$ cat config.mk
export PLATFORM = sky130hd
export DESIGN_NAME = mux2_rr_arbiter
export DESIGN_NICKNAME = d
export VERILOG_FILES = /design/src/rtl/mux2_rr_arbiter.sv
export SDC_FILE = /design/constraint.sdc
export NUM_CORES = 1
export LEC_CHECK = 0
export ABC_AREA = 1
export CORE_MARGIN = 1.5
export CORE_UTILIZATION = 41
export DETAILED_ROUTE_END_ITERATION = 10
export GPL_TIMING_DRIVEN = 0
export PLACE_DENSITY_LB_ADDON = 0.08
export SETUP_SLACK_MARGIN = 0.15
export SYNTH_ARGS = -nofsm -noshare
export SYNTH_HDL_FRONTEND = slang
export SYNTH_SLANG_ARGS = --single-unit
export TNS_END_PERCENT = 20
$ cat constraint.sdc
create_clock -name clk -period 1.35 [get_ports clk]
set_clock_uncertainty 0.1 [all_clocks]
set_input_delay 0.27 -clock clk [delete_from_list [all_inputs] [get_ports clk]]
set_output_delay 0.27 -clock clk [all_outputs]
set_load 0.005 [all_outputs]
$ cat src/rtl/mux2_rr_arbiter.sv
// mux2_rr_arbiter: upstream stage of a 2:1 mux. Two single-entry valid/ready
// input buffers, a round-robin grant FSM driving d0/d1/sel, and a valid/ready
// handshake towards the consumer of the mux output. sel and the selected
// buffer are frozen while a grant is outstanding.
// Optional build macro MUX2_ARB_CNT_EN adds saturating per-channel transfer
// counters on ports cnt0/cnt1.
module mux2_rr_arbiter #(
    parameter int WIDTH = 2
) (
    input  logic             clk,
    input  logic             nReset,
    input  logic             in0_valid,
    input  logic [WIDTH-1:0] in0_data,
    output logic             in0_ready,
    input  logic             in1_valid,
    input  logic [WIDTH-1:0] in1_data,
    output logic             in1_ready,
    output logic [WIDTH-1:0] d0,
    output logic [WIDTH-1:0] d1,
    output logic             sel,
    output logic             out_valid,
    input  logic             out_ready
`ifdef MUX2_ARB_CNT_EN
    ,
    output logic [7:0]       cnt0,
    output logic [7:0]       cnt1
`endif
);

    typedef enum logic [1:0] {
        IDLE = 2'b00,
        GNT0 = 2'b01,
        GNT1 = 2'b10
    } state_e;

    state_e           state_q;
    logic             full0_q, full1_q;
    logic [WIDTH-1:0] buf0_q, buf1_q;
    logic             sel_q;
    logic             last_q;      // channel granted by the most recent transfer
    logic             out_valid_q;

    logic xfer, xfer0, xfer1;

    assign xfer  = out_valid_q & out_ready;
    assign xfer0 = xfer & (state_q == GNT0);
    assign xfer1 = xfer & (state_q == GNT1);

    // ready is just !full, so there is no path from out_ready to the inputs
    assign in0_ready = ~full0_q;
    assign in1_ready = ~full1_q;
    assign d0        = buf0_q;
    assign d1        = buf1_q;
    assign sel       = sel_q;
    assign out_valid = out_valid_q;

    // Input buffers: load only while empty, drain on a transfer of that channel
    always_ff @(posedge clk or negedge nReset) begin
        if (!nReset) begin
            full0_q <= 1'b0;
            full1_q <= 1'b0;
            buf0_q  <= '0;
            buf1_q  <= '0;
        end else begin
            if (in0_valid && !full0_q) begin
                buf0_q  <= in0_data;
                full0_q <= 1'b1;
            end else if (xfer0) begin
                full0_q <= 1'b0;
            end
            if (in1_valid && !full1_q) begin
                buf1_q  <= in1_data;
                full1_q <= 1'b1;
            end else if (xfer1) begin
                full1_q <= 1'b0;
            end
        end
    end

    // Grant FSM with registered sel/out_valid; decisions use registered full flags
    always_ff @(posedge clk or negedge nReset) begin
        if (!nReset) begin
            state_q     <= IDLE;
            sel_q       <= 1'b0;
            last_q      <= 1'b1;
            out_valid_q <= 1'b0;
        end else begin
            case (state_q)
                IDLE: begin
                    if (full0_q && (!full1_q || last_q)) begin
                        state_q     <= GNT0;
                        sel_q       <= 1'b0;
                        out_valid_q <= 1'b1;
                    end else if (full1_q) begin
                        state_q     <= GNT1;
                        sel_q       <= 1'b1;
                        out_valid_q <= 1'b1;
                    end
                end
                GNT0: begin
                    if (xfer) begin
                        last_q <= 1'b0;
                        if (full1_q) begin
                            state_q <= GNT1;
                            sel_q   <= 1'b1;
                        end else begin
                            state_q     <= IDLE;
                            out_valid_q <= 1'b0;
                        end
                    end
                end
                GNT1: begin
                    if (xfer) begin
                        last_q <= 1'b1;
                        if (full0_q) begin
                            state_q <= GNT0;
                            sel_q   <= 1'b0;
                        end else begin
                            state_q     <= IDLE;
                            out_valid_q <= 1'b0;
                        end
                    end
                end
                default: begin
                    state_q     <= IDLE;
                    out_valid_q <= 1'b0;
                end
            endcase
        end
    end

`ifdef MUX2_ARB_CNT_EN
    logic [7:0] cnt0_q, cnt1_q;

    assign cnt0 = cnt0_q;
    assign cnt1 = cnt1_q;

    // Saturating per-channel transfer counters
    always_ff @(posedge clk or negedge nReset) begin
        if (!nReset) begin
            cnt0_q <= '0;
            cnt1_q <= '0;
        end else begin
            if (xfer0 && cnt0_q != 8'hFF) cnt0_q <= cnt0_q + 8'd1;
            if (xfer1 && cnt1_q != 8'hFF) cnt1_q <= cnt1_q + 8'd1;
        end
    end
`endif

endmodule

==> summary.txt, run 1 <==
Run status
  – Status: finished, violations left
  – Failing checks: negative setup slack

Clock network
  – Clock Sinks: 11
  – H-tree Lvls: 1
  – Worst-Skew Late Latency: between 0.2 and 0.3 ns
  – Root buffer cell: clkbuf_4
  – Num CTS Buffers: 3
  – Clock buffer depth: 2
  – CTS tree: done
  – Clock slew at reported path FFs: about 0.07 ns

Floorplan
  – Chip height: between 40 and 50 µm
  – Cell row count: 14
  – Area of the die: 0.001845 mm²
  – Starting Density: 0.4344
  – Core Area: 0.001506 mm²
  – Chip width: around 43 µm
  – Ports: 17

Power
  – Internal power: roughly 1.2 mW
  – PwrDens: about 2400 mW/mm²
  – Comb power frac: 0.614
  – Psw: roughly 0.96 mW
  – Peak supply drop: between 1 and 1.5 mV
  – Sequential power share: 0.284
  – Switching Share: 0.4347
  – Leakage: around 0.48 nW
  – Clock share of power: 0.102

Timing
  – Final hold violation count: 0
  – Max Transition Viols Final: 0
  – Setup Viol. Count Final: 1
  – Final worst-path cycle share: 1.004
  – RSZ-0062 raised after global routing: yes
  – Minimum clock period: about 1.4 ns
  – Slew margin rel.: 0.6726
  – Fmax: around 0.74 GHz
  – Tightest Pin Transition: about 0.49 ns
  – Final WS setup: -0.004989 ns

Logic synthesis
  – Top FF cell, synth: dfrtp_1
  – Post-synth EDFFs: 0
  – Yosys warning total: 0
  – Seq cells post-synth: 11
  – Share of the synthesized area in the top cell type: 0.3824
  – Count leader, synth: nand2_1
  – Avg Cell Area, Syn: 7.884 µm²
  – Post-synthesis cell count: 83
  – Commonest cells in the netlist: nand2_1 (34), dfrtp_1 (10), inv_1 (8), nand3_1 (8), ha_1 (5)
  – Asr flop ratio synth: 1.000
  – Largest cells by area after synthesis: dfrtp_1 (38%), nand2_1 (20%), ha_1 (9.6%)
  – Syn Std Cell Area: roughly 650 µm²
  – Post-synthesis sequential area ratio: 0.4226
  – Post-Syn Nets: just under 100
  – Cell taking the most area after synthesis: dfrtp_1
  – Yosys cell types: 17

Worst setup path
  – Worst r2r src: state_q[1]$_DFFE_PN0P_
  – Worst Setup Start Kind: flop
  – CP Data Required Time: roughly 1.5 ns
  – Worst setup EP type: flop
  – R2r worst-path depth: 7
  – R2R setup slack: -0.005 ns
  – CP Data Arrival Time: 1.46 ns
  – R2R Path End: state_q[0]$_DFFE_PN0P_
  – Worst Path Max Fanout: 4
  – Critical path class: reg -> reg

Drt
  – Wire per inst: roughly 12 µm
  – Residual DRC count: 0
  – Post-route antenna net violation count: 0
  – Router iterations before antenna repair: 3
  – DR iter-0 viols: 14
  – Vias per cell: slightly below 5
  – Total wire length: around 1500 µm
  – Total vias in the final route: roughly 620

Min path
  – HP Class: in -> async

Placed design
  – Gp weighted congestion: roughly 0.79
  – Hpwl dp: 1038 µm
  – Input/output buffers: 16
  – Pre-CTS setup slack: -0.1184 ns

Global route
  – GRT overflow: 0
  – Largest net degree at the start of global routing: 12
  – Antenna violations before repair: 0
  – Number of global-route vias before repair: around 590
  – First-pass GRT wire length: ~2400 µm
  – Total Routing Usage GR: 0.1827

Layout
  – Multi-input gate area: 380.4 µm²
  – Register area: around 280 µm²
  – Layout filler cell count: 145
  – N_diodes: 0
  – Final Util: 0.6171
  – Nets: 126
  – P&R area growth vs syn: 42.06%
  – Layout cells sized above 1: 0.3333

Job
  – Max Cap Viol: 0
-- stage by stage --
step / TNS [ns] / hold slack (ns) / cells / power, mW / area [µm²]
final: -0.004989 / 0.2273 / 127 / 2.209 / 929.6
after detailed placement: -0.3718 / 0.3655 / 115 / 1.825 / 849.6
after floorplan: 0 / -0.1256 / 83 / 1.412 / 669.4
after global placement: -0.3297 / 0.3573 / 115 / 1.804 / 849.6
after CTS: 0 / 0.2399 / 127 / 2.150 / 925.9
after global routing: -0.1432 / 0.2711 / 127 / 2.421 / 929.6
-- timing repair --
action                                  in CTS  in global routing
pin swaps                                    1                  6
gates resized for setup                     15                 21
hold buffers                                 0                  0
buffers inserted                             8                  0
endpoints found under the setup margin      14                 14
-- power by group through the flow --
stage | sequential, mW | combinational, mW | clock (mW)
after detailed placement | 0.648 | 1.18 | 0
after floorplan | 0.629 | 0.784 | 0
after CTS | 0.610 | 1.30 | 0.242
after global routing | 0.643 | 1.52 | 0.257
final | 0.628 | 1.36 | 0.225
after global placement | 0.639 | 1.17 | 0
-- cell families (layout without fill, tap and decap cells) --
family	after synthesis	in the layout	share of synthesized area
AND/OR/NAND/NOR	52	52	0.3690
flip-flops	11	11	0.4226
buffers and inverters	10	38	0.05737
adder cells (fa/ha/maj)	5	5	0.09560
AO/OA/AOI/OAI	5	5	0.05544
-- cells in the final DEF, fill, tap and decap left out, drive strengths merged --
master	count
nand2	37
clkbuf	11
dfstp	1
clkdlybuf4s50	8
nor2	5
ha	5
o21ai	4
nand3	9
buf	9
inv	10
a21oi	1
dfrtp	10
nand4	1
-- critical path: stages, from the launching register on --
cell and delay, ns:
dfrtp_2 0.43, inv_4 0.07, ha_4 0.18, o21ai_4 0.22
nand2_4 0.09, nor2_4 0.08, nand2_1 0.05, nand2_1 0.06
-- how the worst max path moves through the flow --
stage,depth (start not counted),slack (ns),from,to
6_report,7,-0.005,state_q[1]$_DFFE_PN0P_,state_q[0]$_DFFE_PN0P_
5_1_grt,7,-0.06,state_q[1]$_DFFE_PN0P_,state_q[0]$_DFFE_PN0P_
4_1_cts,7,0.01,state_q[1]$_DFFE_PN0P_,sel$_DFFE_PN0P_
3_5_place_dp,2,-0.12,full0_q$_DFFE_PN0P_,in0_ready
3_3_place_gp,2,-0.12,full0_q$_DFFE_PN0P_,in0_ready
2_1_floorplan,7,0.09,state_q[0]$_DFFE_PN0P_,state_q[0]$_DFFE_PN0P_
-- layout make-up --
cell class	count	share of cell area
Clock buffer	4	0.02826
Timing Repair Buffer	24	0.1938
Multi-Input combinational cell	62	0.4092
Tap cell	16	0.02153
Inverter	10	0.04576
Sequential cell	11	0.3015
-- flip-flops by register name, summed over array words and instances (netlist names) --
signal and flops:
sel 1, full0_q 1, full1_q 1, state_q 2, out_valid 1, last_q 1
d0 2, d1 2
-- metal layers --
metal / up-vias / wire length, µm / GRT usage / part of all wire
met5: - / 0 / 0 / 0
met4: 0 / 0 / 0.06667 / 0
met3: 0 / 76 / 0.09362 / 0.052
met2: 10 / 752 / 0.2939 / 0.51
met1: 298 / 638 / 0.2064 / 0.43
li1: 315 / - / - / -
Note: power is estimated with default switching activity, not from simulation.
==> run 2: changes to the inputs <==
Settings changed: CORE_ASPECT_RATIO from default to 0.9.
==> summary.txt, run 2 (synthesis gave the netlist of run 1 again) <==
Worst setup path
  – Worst Setup Start Kind: flop
  – Critical path, cell by cell: inv_4 > ha_4 > o21ai_4 > buf_4 > nand2_1 > nand2_1 > o21ai_0
  – CP Data Required Time: between 1 and 1.5 ns
  – CP peak stage delay: between 0.4 and 0.5 ns
  – Worst setup EP type: flop
  – Most frequent CP cell: nand2_1
  – CP Data Arrival Time: about 1.4 ns
  – R2R setup slack: ~0.0077 ns
  – Worst r2r src: state_q[0]$_DFFE_PN0P_
  – Crit-path slowest cell: dfrtp_2
  – R2r worst-path depth: 7
  – Crit path buf inv count: 2
  – Worst Path Max Fanout: 4
  – R2R Path End: last_q$_DFFE_PN1P_
  – Cell family with most CP delay: flip-flops
  – Critical path class: reg -> reg

Drt
  – Total vias in the final route: about 610
  – Wire per inst: around 12 µm
  – Router iterations before antenna repair: 4
  – DR iter-0 viols: 8
  – Residual DRC count: 0
  – Vias per cell: between 4 and 5
  – Total wire length: 1476 µm
  – Post-route antenna net violation count: 0

Layout
  – Commonest non-fill, non-tap cells in the layout: nand2_1 (34), nand3_1 (8), clkdlybuf4s50_1 (8), buf_4 (8)
  – Layout filler cell count: around 130
  – Layout cells sized above 1: 0.3423
  – Finished Layout Cells: between 100 and 150
  – Nets: around 130
  – Most common cell after layout, fill and taps aside: nand2_1
  – P&R area growth vs syn: 43.98%
  – N_diodes: 0
  – Final Util: 0.6436

Global route
  – Largest net degree at the start of global routing: 12
  – Total Routing Usage GR: 0.1876
  – Number of global-route vias before repair: between 500 and 600
  – GRT overflow: 0
  – First-pass GRT wire length: around 2300 µm
  – Antenna violations before repair: 0

Clock network
  – Worst-Skew Late Latency: 0.27 ns
  – Clock Sinks: 11
  – Clock buffer depth: 2
  – CTS tree: done
  – Root buffer cell: clkbuf_4
  – Num CTS Buffers: 3
  – Clock slew at reported path FFs: roughly 0.07 ns
  – H-tree Lvls: 1

Timing
  – Slew margin rel.: 0.6637
  – Setup Viol. Count Final: 0
  – Setup_tns: 0 ns
  – Fin Hold WS: approximately 0.23 ns
  – Max Transition Viols Final: 0
  – Final WS setup: 0.007656 ns
  – RSZ-0062 raised after global routing: yes
  – Fmax: 0.7450 GHz
  – Final hold violation count: 0
  – Final worst-path cycle share: 0.9943
  – Minimum clock period: about 1.3 ns
  – Tightest Pin Transition: 0.5029 ns

Placed design
  – Hpwl dp: between 1000 and 1500 µm
  – Pre-CTS setup slack: -0.1229 ns
  – Placed Cells incl. Taps: about 110
  – Gp weighted congestion: approximately 0.76
  – Input/output buffers: 16

Power
  – PwrDens: roughly 2400 mW/mm²
  – Leakage: ~0.48 nW
  – Peak supply drop: 1.180 mV

Floorplan
  – Ports: 17
  – Area of the die: approximately 0.0018 mm²
  – Core Area: around 0.0015 mm²
  – Cell row count: 13
  – Chip height: 40.90 µm
  – Chip width: roughly 45 µm
  – Starting Density: 0.4470

Min path
  – HP Class: in -> async

Run status
  – Status: completed

Job
  – Max Cap Viol: 0
## run 2: layout make-up
class | instances | area [µm²] | area share
sequential | 11 | 281.5 | 0.2988
inverter | 10 | 45.04 | 0.04781
timing repair buffer | 24 | 192.7 | 0.2045
tap | 15 | 18.77 | 0.01992
multi-input combinational | 62 | 377.9 | 0.4011
clock buffer | 4 | 26.28 | 0.02789
## run 2: worst max-delay path by stage
stage,from,endpoint,slack (ns),cells after the start
3_5_place_dp,full0_q$_DFFE_PN0P_,in0_ready,-0.12,2
6_report,state_q[0]$_DFFE_PN0P_,last_q$_DFFE_PN1P_,0.008,7
4_1_cts,state_q[1]$_DFFE_PN0P_,state_q[1]$_DFFE_PN0P_,-0.002,7
2_1_floorplan,state_q[0]$_DFFE_PN0P_,state_q[0]$_DFFE_PN0P_,0.09,7
5_1_grt,state_q[1]$_DFFE_PN0P_,state_q[1]$_DFFE_PN0P_,-0.08,7
3_3_place_gp,full0_q$_DFFE_PN0P_,in0_ready,-0.11,2
## run 2: metal layers
| layer | share of wire | vias to the layer above | wire [µm] | GRT usage |
|---|---|---|---|---|
| met3 | 0.061 | 0 | 90 | 0.07930 |
| met1 | 0.46 | 273 | 677 | 0.2392 |
| li1 | - | 315 | - | - |
| met2 | 0.48 | 18 | 709 | 0.2964 |
| met5 | 0 | - | 0 | 0 |
| met4 | 0 | 0 | 0 | 0.04412 |
## run 2: repair_timing
action,CTS,global route
gates resized for setup,42,4
buffers inserted,7,1
pin swaps,7,5
hold buffers,0,0
setup endpoints to repair,14,10
## run 2: per-stage QoR
step / power, mW / cell area, µm²
2_1_floorplan: 1.412 / 669.4
3_3_place_gp: 1.798 / 848.3
3_5_place_dp: 1.827 / 848.3
4_1_cts: 2.208 / 924.6
5_1_grt: 2.509 / 942.2
6_report: 2.279 / 942.2
## run 2: worst reg2reg max path: stages (launching register included)
cell and delay [ns]:
dfrtp_2 0.45, inv_4 0.07, ha_4 0.18, o21ai_4 0.17, buf_4 0.15, nand2_1 0.04
nand2_1 0.04, o21ai_0 0.07
## run 2: where the power goes
group          internal (mW)  switching (mW)  total (mW)
logic                  0.673           0.736        1.41
registers              0.511           0.129       0.640
clock network          0.115           0.116       0.231
total                   1.30           0.981        2.28
